===== src/rtl/arb_mux_nxw.sv =====
// arb_mux_nxw: N-to-1 arbitrating multiplexer with a single registered output slot.
//
// Arbitration is either round-robin (mode = 0) or fixed priority, lowest index first (mode = 1).
// The winning channel's word is captured into the output register one cycle after transfer.
// A new word can replace the held word in the same cycle it is consumed, giving 1 word/cycle.
//
// Ports:
//   clk       rising-edge clock
//   reset_n   synchronous active-low reset
//   mode      0 = round-robin, 1 = fixed priority
//   in_data   per-channel data (unpacked, index = channel)
//   in_valid  per-channel request
//   in_ready  per-channel accept, one-hot or zero
//   out_data  registered selected data
//   out_valid out_data holds an unconsumed word
//   out_ready downstream accept
//   out_sel   registered index of the channel that supplied out_data
module arb_mux_nxw #(
    parameter int unsigned WIDTH  = 5,
    parameter int unsigned NUM_IN = 2,
    localparam int unsigned SEL_W = (NUM_IN > 1) ? $clog2(NUM_IN) : 1
) (
    input  logic              clk,
    input  logic              reset_n,
    input  logic              mode,
    input  logic [WIDTH-1:0]  in_data [NUM_IN],
    input  logic [NUM_IN-1:0] in_valid,
    output logic [NUM_IN-1:0] in_ready,
    output logic [WIDTH-1:0]  out_data,
    output logic              out_valid,
    input  logic              out_ready,
    output logic [SEL_W-1:0]  out_sel
);

    logic [SEL_W-1:0]  ptr_q, ptr_d;
    logic [WIDTH-1:0]  data_q, data_d;
    logic [SEL_W-1:0]  sel_q, sel_d;
    logic              valid_q, valid_d;

    logic              slot_open;
    logic [NUM_IN-1:0] req_hi;     // requests at or above the round-robin pointer
    logic [NUM_IN-1:0] req_pick;   // request vector fed to the lowest-index picker
    logic [NUM_IN-1:0] found;      // a lower index already holds a request
    logic [NUM_IN-1:0] gnt;
    logic [SEL_W-1:0]  gnt_idx;
    logic              xfer_in;

    assign slot_open = !valid_q || out_ready;

    // Round-robin is a two-pass lowest-index search: first over requests at or above ptr,
    // falling back to all requests, which realises the wrap-around order. Fixed priority
    // skips the first pass.
    generate
        for (genvar i = 0; i < NUM_IN; i++) begin : g_hi
            assign req_hi[i] = in_valid[i] && (SEL_W'(i) >= ptr_q);
        end
    endgenerate

    assign req_pick = (!mode && (|req_hi)) ? req_hi : in_valid;

    generate
        for (genvar i = 0; i < NUM_IN; i++) begin : g_pick
            if (i == 0) begin : g_first
                assign found[i] = 1'b0;
            end else begin : g_rest
                assign found[i] = found[i-1] || req_pick[i-1];
            end
            assign gnt[i] = req_pick[i] && !found[i];
        end
    endgenerate

    always_comb begin
        gnt_idx = '0;
        for (int i = 0; i < NUM_IN; i++) begin
            if (gnt[i]) begin
                gnt_idx = SEL_W'(i);
            end
        end
    end

    assign in_ready = gnt & {NUM_IN{slot_open && reset_n}};
    assign xfer_in  = |in_ready;

    always_comb begin
        ptr_d   = ptr_q;
        data_d  = data_q;
        sel_d   = sel_q;
        valid_d = valid_q;
        if (xfer_in) begin
            data_d  = in_data[gnt_idx];
            sel_d   = gnt_idx;
            valid_d = 1'b1;
            ptr_d   = (32'(gnt_idx) == NUM_IN - 1) ? '0 : gnt_idx + SEL_W'(1);
        end else if (out_ready) begin
            valid_d = 1'b0;
        end
    end

    always_ff @(posedge clk) begin
        if (!reset_n) begin
            ptr_q   <= '0;
            data_q  <= '0;
            sel_q   <= '0;
            valid_q <= 1'b0;
        end else begin
            ptr_q   <= ptr_d;
            data_q  <= data_d;
            sel_q   <= sel_d;
            valid_q <= valid_d;
        end
    end

    assign out_data  = data_q;
    assign out_sel   = sel_q;
    assign out_valid = valid_q;

endmodule


===== config.mk =====
export PLATFORM = sky130hd
export DESIGN_NAME = arb_mux_nxw
export DESIGN_NICKNAME = d
export VERILOG_FILES = /design/src/rtl/arb_mux_nxw.sv
export SDC_FILE = /design/constraint.sdc
export NUM_CORES = 1
export LEC_CHECK = 0
export ABC_CLOCK_PERIOD_IN_PS = 1490
export CAP_MARGIN = 30
export CORE_AREA = 2 2 39 41
export CTS_BUF_LIST = sky130_fd_sc_hd__clkbuf_4 sky130_fd_sc_hd__clkbuf_8 sky130_fd_sc_hd__clkbuf_16
export DETAILED_ROUTE_END_ITERATION = 6
export DIE_AREA = 0 0 41 43
export PLACE_DENSITY = 0.65
export SYNTH_ARGS = -nofsm -noshare
export SYNTH_HDL_FRONTEND = slang
export SYNTH_SLANG_ARGS = --single-unit

===== constraint.sdc =====
create_clock -name clk -period 1.49 [get_ports clk]
set_input_delay 0.298 -clock clk [delete_from_list [all_inputs] [get_ports clk]]
set_output_delay 0.298 -clock clk [all_outputs]
set_load 0.1 [all_outputs]

# --- Word level (Yosys, flattened, before mapping) ---
# Cells that the tools add are included.
op_classes:
  n_addsub: 1
  multipliers: 0
  n_div: 0
  magnitude_cmp: 3
  n_eq_ne: 0
  n_shift: 0
  muxes: 8
  bitwise: 2
  n_reduce_logical: 12
op_table:
  columns: ["operator", "count"]
  rows:
  - ["2-to-1 mux 5 bit", 3]
  - ["logical AND 1 bit", 5]
  - ["2-to-1 mux 1 bit", 4]
  - ["OR reduction 2 bit", 2]
  - ["zero test 1 bit", 3]
  - ["AND 2 bit", 1]
  - ["greater-or-equal comparator 1 bit, first input constant", 2]
  - ["greater-or-equal comparator 2 bit, second input constant", 1]
  - ["2-to-1 mux 2 bit", 1]
  - ["NOT 1 -> 2 bit", 1]
  - ["nonzero test 2 bit", 1]
  - ["adder 1 bit, second input constant", 1]
  - ["logical OR 1 bit", 1]
totals:
  register_bits: 8
  latch_bits: 0
  ramBits: 0
  romBits: 0
  input_bits: 16
  output_inout_bits: 9
  memories: 0

# --- Logic depth before layout (Yosys ltp) ---
depth:
  word_depth: 12
  ltp_mapped: 4

# --- Worst setup path after synthesis ---
# No wires, ideal clock.
synth_path:
  path_kind: "register -> register"
  startpoint: "register valid_q (netlist: out_valid)"
  endpoint: "register ptr_q"
  arrival_time_ns: 2.784
  setup_slack_ns: -1.363
  stages_incl_launch_ff: 5
  synth_period_minus_slack_ns: 2.853
  cell_sequence: "dfxtp_1 > nand2b_1 > nand3_1 > a21oi_1 > a31o_2"
synth_via:
  elab_chain_cells: 5
synth_lines:
  columns: ["item", "line_no", "source"]
  rows:
  - ["from (decl)", "38", "logic valid_q, valid_d;"]
  - ["from (signal assigned)", "109", "valid_q <= valid_d;"]
  - ["zero test 1 bit", "48", "assign slot_open = !valid_q || out_ready;"]
  - ["logical OR 1 bit", "48", null]
  - ["logical AND 1 bit", "81", "assign in_ready = gnt & {NUM_IN{slot_open && reset_n}};"]
  - ["AND 2 bit", "81", null]
  - ["net in_ready[0]", "28", "output logic [NUM_IN-1:0] in_ready,"]
  - ["OR reduction 2 bit", "82", "assign xfer_in = |in_ready;"]
  - ["to (signal assigned)", "106", "ptr_q <= ptr_d;"]
  - ["to (decl)", "35", "logic [SEL_W-1:0] ptr_q, ptr_d;"]
# The timed path passes the listed nets, and every way through them passes these cells.
# A chain may end at the register's enable or synchronous reset.

# --- Final worst setup path ---
layout_path:
  startpoint: "register ptr_q"
  endpoint: "output port in_ready[1]"
layout_via:
  elab_chain_cells: 8
  elab_cells_between_ends: 10
  classes_between: "2 x order compare; 1 x mux; 1 x bitwise; 6 x reduce/logical"
layout_lines:
  columns: ["item", "line_no", "source"]
  rows:
  - ["greater-or-equal comparator 1 bit", "55", "assign req_hi[i] = in_valid[i] && (SEL_W'(i) >= ptr_q);"]
  - ["logical AND 1 bit", "55", null]
  - ["OR reduction 2 bit", "59", "assign req_pick = (!mode && (|req_hi)) ? req_hi : in_valid;"]
  - ["logical AND 1 bit", "59", null]
  - ["2-to-1 mux 2 bit *", "59", null]
  - ["zero test 1 bit", "68", "assign gnt[i] = req_pick[i] && !found[i];"]
  - ["logical AND 1 bit *", "68", null]
  - ["AND 2 bit *", "81", null]
  - ["to (decl)", "28", null]
# Every way passes the cells marked *; elsewhere a longest branch is shown, timed or not.

==> flow_metrics.tcl <==
set metrics [dict create \
    synthAdderAreaFrac_pct 0 \
    multi_input_area_um2 243 \
    io_buffers 24 \
    finalPower_uw 804 \
    fin_crit_sh_pct 97.7 \
    dp_cells 86 \
    p_per_area_nw_per_um2 918 \
    synth-compound-area-share_pct 23.4 \
    syn_inst 39 \
    slew_viol_final 0 \
    end_kind "primary output" \
    setup_viol_count_final 0 \
    rrSetupSlack_ns 0.26 \
    cts_tree "done" \
    p_leak_uw 0.000392 \
    drtPass1Iterations 4 \
    slew_headroom_pct 83.6 \
    setup.worst_path.start_class "flop" \
    vias_per_cell 4.74 \
    cap_violations 0 \
    synth_cell_type_count 14 \
    cts_made_buffers 3 \
    cp_max_fo 3 \
    wire_per_inst_um 11.3 \
    rows 14 \
    clk_latency_ns 0.27 \
    wl_um 1050 \
    synthXorXnorAreaFrac_pct 0 \
    htree_num_levels 1 \
    rsz0062_at_grt "true" \
    tightest_slew_ns 0.244 \
    ir_worst_vdd_uv 571 \
    drt_iter0_markers 4 \
    grt_max_degree 11 \
    cts_root_buffer "clkbuf_4" \
    area_growth_syn_to_layout_pct 137 \
    nFillCells 124 \
    holdWs_ns 0.480 \
    stdcell_count 93 \
    postCtsHoldBufs 0 \
    synth_top_family_by_area "compound AO/OA/AOI/OAI gates" \
    drive_above_1_share_pct 45.5 \
    synth_nets 55 \
    min_to "ptr_q" \
    rr_worst_depth 6 \
    mostFrequentLayoutCells "10 x clkdlybuf4s50_1, 10 x buf_4, 9 x buf_12" \
    synthMuxAreaShare_pct 13.6 \
    hold_viol 0 \
    period_needed_ns 1.46 \
    dp_hpwl_um 779 \
    drtAntennaViolNets 0 \
    yosys_warnings 0 \
    grt_pass1_wl_um 1750 \
    final-seq-area_um2 165 \
    fin_area_um2 876 \
    r2r_start "out_valid" \
    cp_data_required_time_ns 1.19 \
    path_clk_slew_ns 0.05 \
    crit-reg2reg-capture "out_data[2]" \
    worstHoldPathCells 1 \
    fmax_ghz 0.687 \
    status "completed" \
    vias 441 \
    top_level_ports 25 \
    yosys.area.top_type "dfxtp_1" \
    initial_core_util_pct 26.7 \
    place_congestion 0.639 \
    design.die.area_um2 1760 \
    hp-start "ptr_q" \
    first_global_vias 429 \
    cts.sinks 8 \
    arrival_ns 1.16 \
    yosys.area.top_type_share_pct 43.4 \
    die_w_um 41 \
    grt_use_total_pct 15.0 \
    cts_buffer_depth 2 \
    synth_area_leaders "dfxtp_1 43%, mux2i_1 14%, a21oi_1 9.5%" \
    hold_path.class "reg2reg" \
    fp.dieH_um 43 \
    grt.overflow.total 0 \
    antenna_found_initial 0 \
    synth_area_um2 369 \
    diodes 0 \
    fin_util_pct 63.3 \
    drcViolationCount 0 \
    coreArea_um2 1380 \
    finClkSkew_ns 0.00509 \
    ys_seq_area_share_pct 43.4 \
    path_class "reg2out" \
    yosys.area_share.simple_pct 16.3 \
    fin_nets 94 \
    ys_seq_elements 8 \
    placed_area_um2 817 \
    syn_avg_cell_area_um2 9.46 \
]
## state kept, by name, indices dropped and copies added, names as in the netlist
| name | flops |
|---|---|
| out_data | 5 |
| out_valid | 1 |
| ptr_q | 1 |
| out_sel | 1 |
## final cells by class
type	instances	area share (%)
well taps	16	2.29
flip-flops and latches	8	18.9
multi-input cells	28	27.7
clock buffers	4	3.43
inverters	2	0.857
repair buffers	35	46.9
## what timing repair did
item                       CTS  global route
buffers inserted             2             1
hold endpoints to repair     0             0
setup endpoints to repair    2             1
gates resized for setup      7             1
pin swaps                    1             2
## synth_stat cells
cell / number
nor2b_4: 1
nand2b_1: 1
mux2i_1: 5
nand3_1: 2
a21oi_1: 7
buf_2: 1
inv_1: 2
o21ai_0: 5
o21ai_2: 1
nor3b_4: 1
dfxtp_1: 8
a31o_2: 2
nand2_1: 1
nor2_1: 2
## worst max-delay path: stages (launching register included)
cell,delay (ns)
dfxtp_2,0.32
nor2b_4,0.18
o21ai_4,0.08
nor2_4,0.13
buf_12,0.18
## cells by family after synthesis
kind of cell    after synthesis
mux                           5
buf+inv                       3
compound gates               15
flops                         8
simple gates                  8
## through the flow
step	setup TNS [ns]	worst slack [ns]
detailed placement	-1.18	-0.198
finish	0	0.0346
global placement	-1.07	-0.181
global route	-0.0127	-0.0127
CTS	-0.0265	-0.0265
floorplan	-0.00856	-0.00856
## how the worst max path moves through the flow
stage / start / endpoint / slack [ns] / cells after the start
after floorplan: out_valid / in_ready[0] / -0.009 / 3
after global placement: reset_n / in_ready[1] / -0.18 / 4
after detailed placement: reset_n / in_ready[1] / -0.20 / 4
after CTS: ptr_q / in_ready[1] / -0.03 / 4
after global routing: ptr_q / in_ready[1] / -0.01 / 4
final: ptr_q / in_ready[1] / 0.03 / 4
## routing by layer
layer,vias up,GRT usage [%],wire (um)
li1,216,-,-
met4,0,10.0,29
met1,203,16.6,431
met3,3,5.24,81
met2,19,22.8,508
met5,-,0,0
## power by group
group | switching (uW) | leakage (uW) | total, uW | internal (uW)
Clock | 86.1 | 0.0000184 | 207 | 121
Sequential | 18.2 | 0.0000671 | 251 | 233
Combinational | 194 | 0.000306 | 346 | 152
No activity file was read; power rests on OpenSTA's default activity.
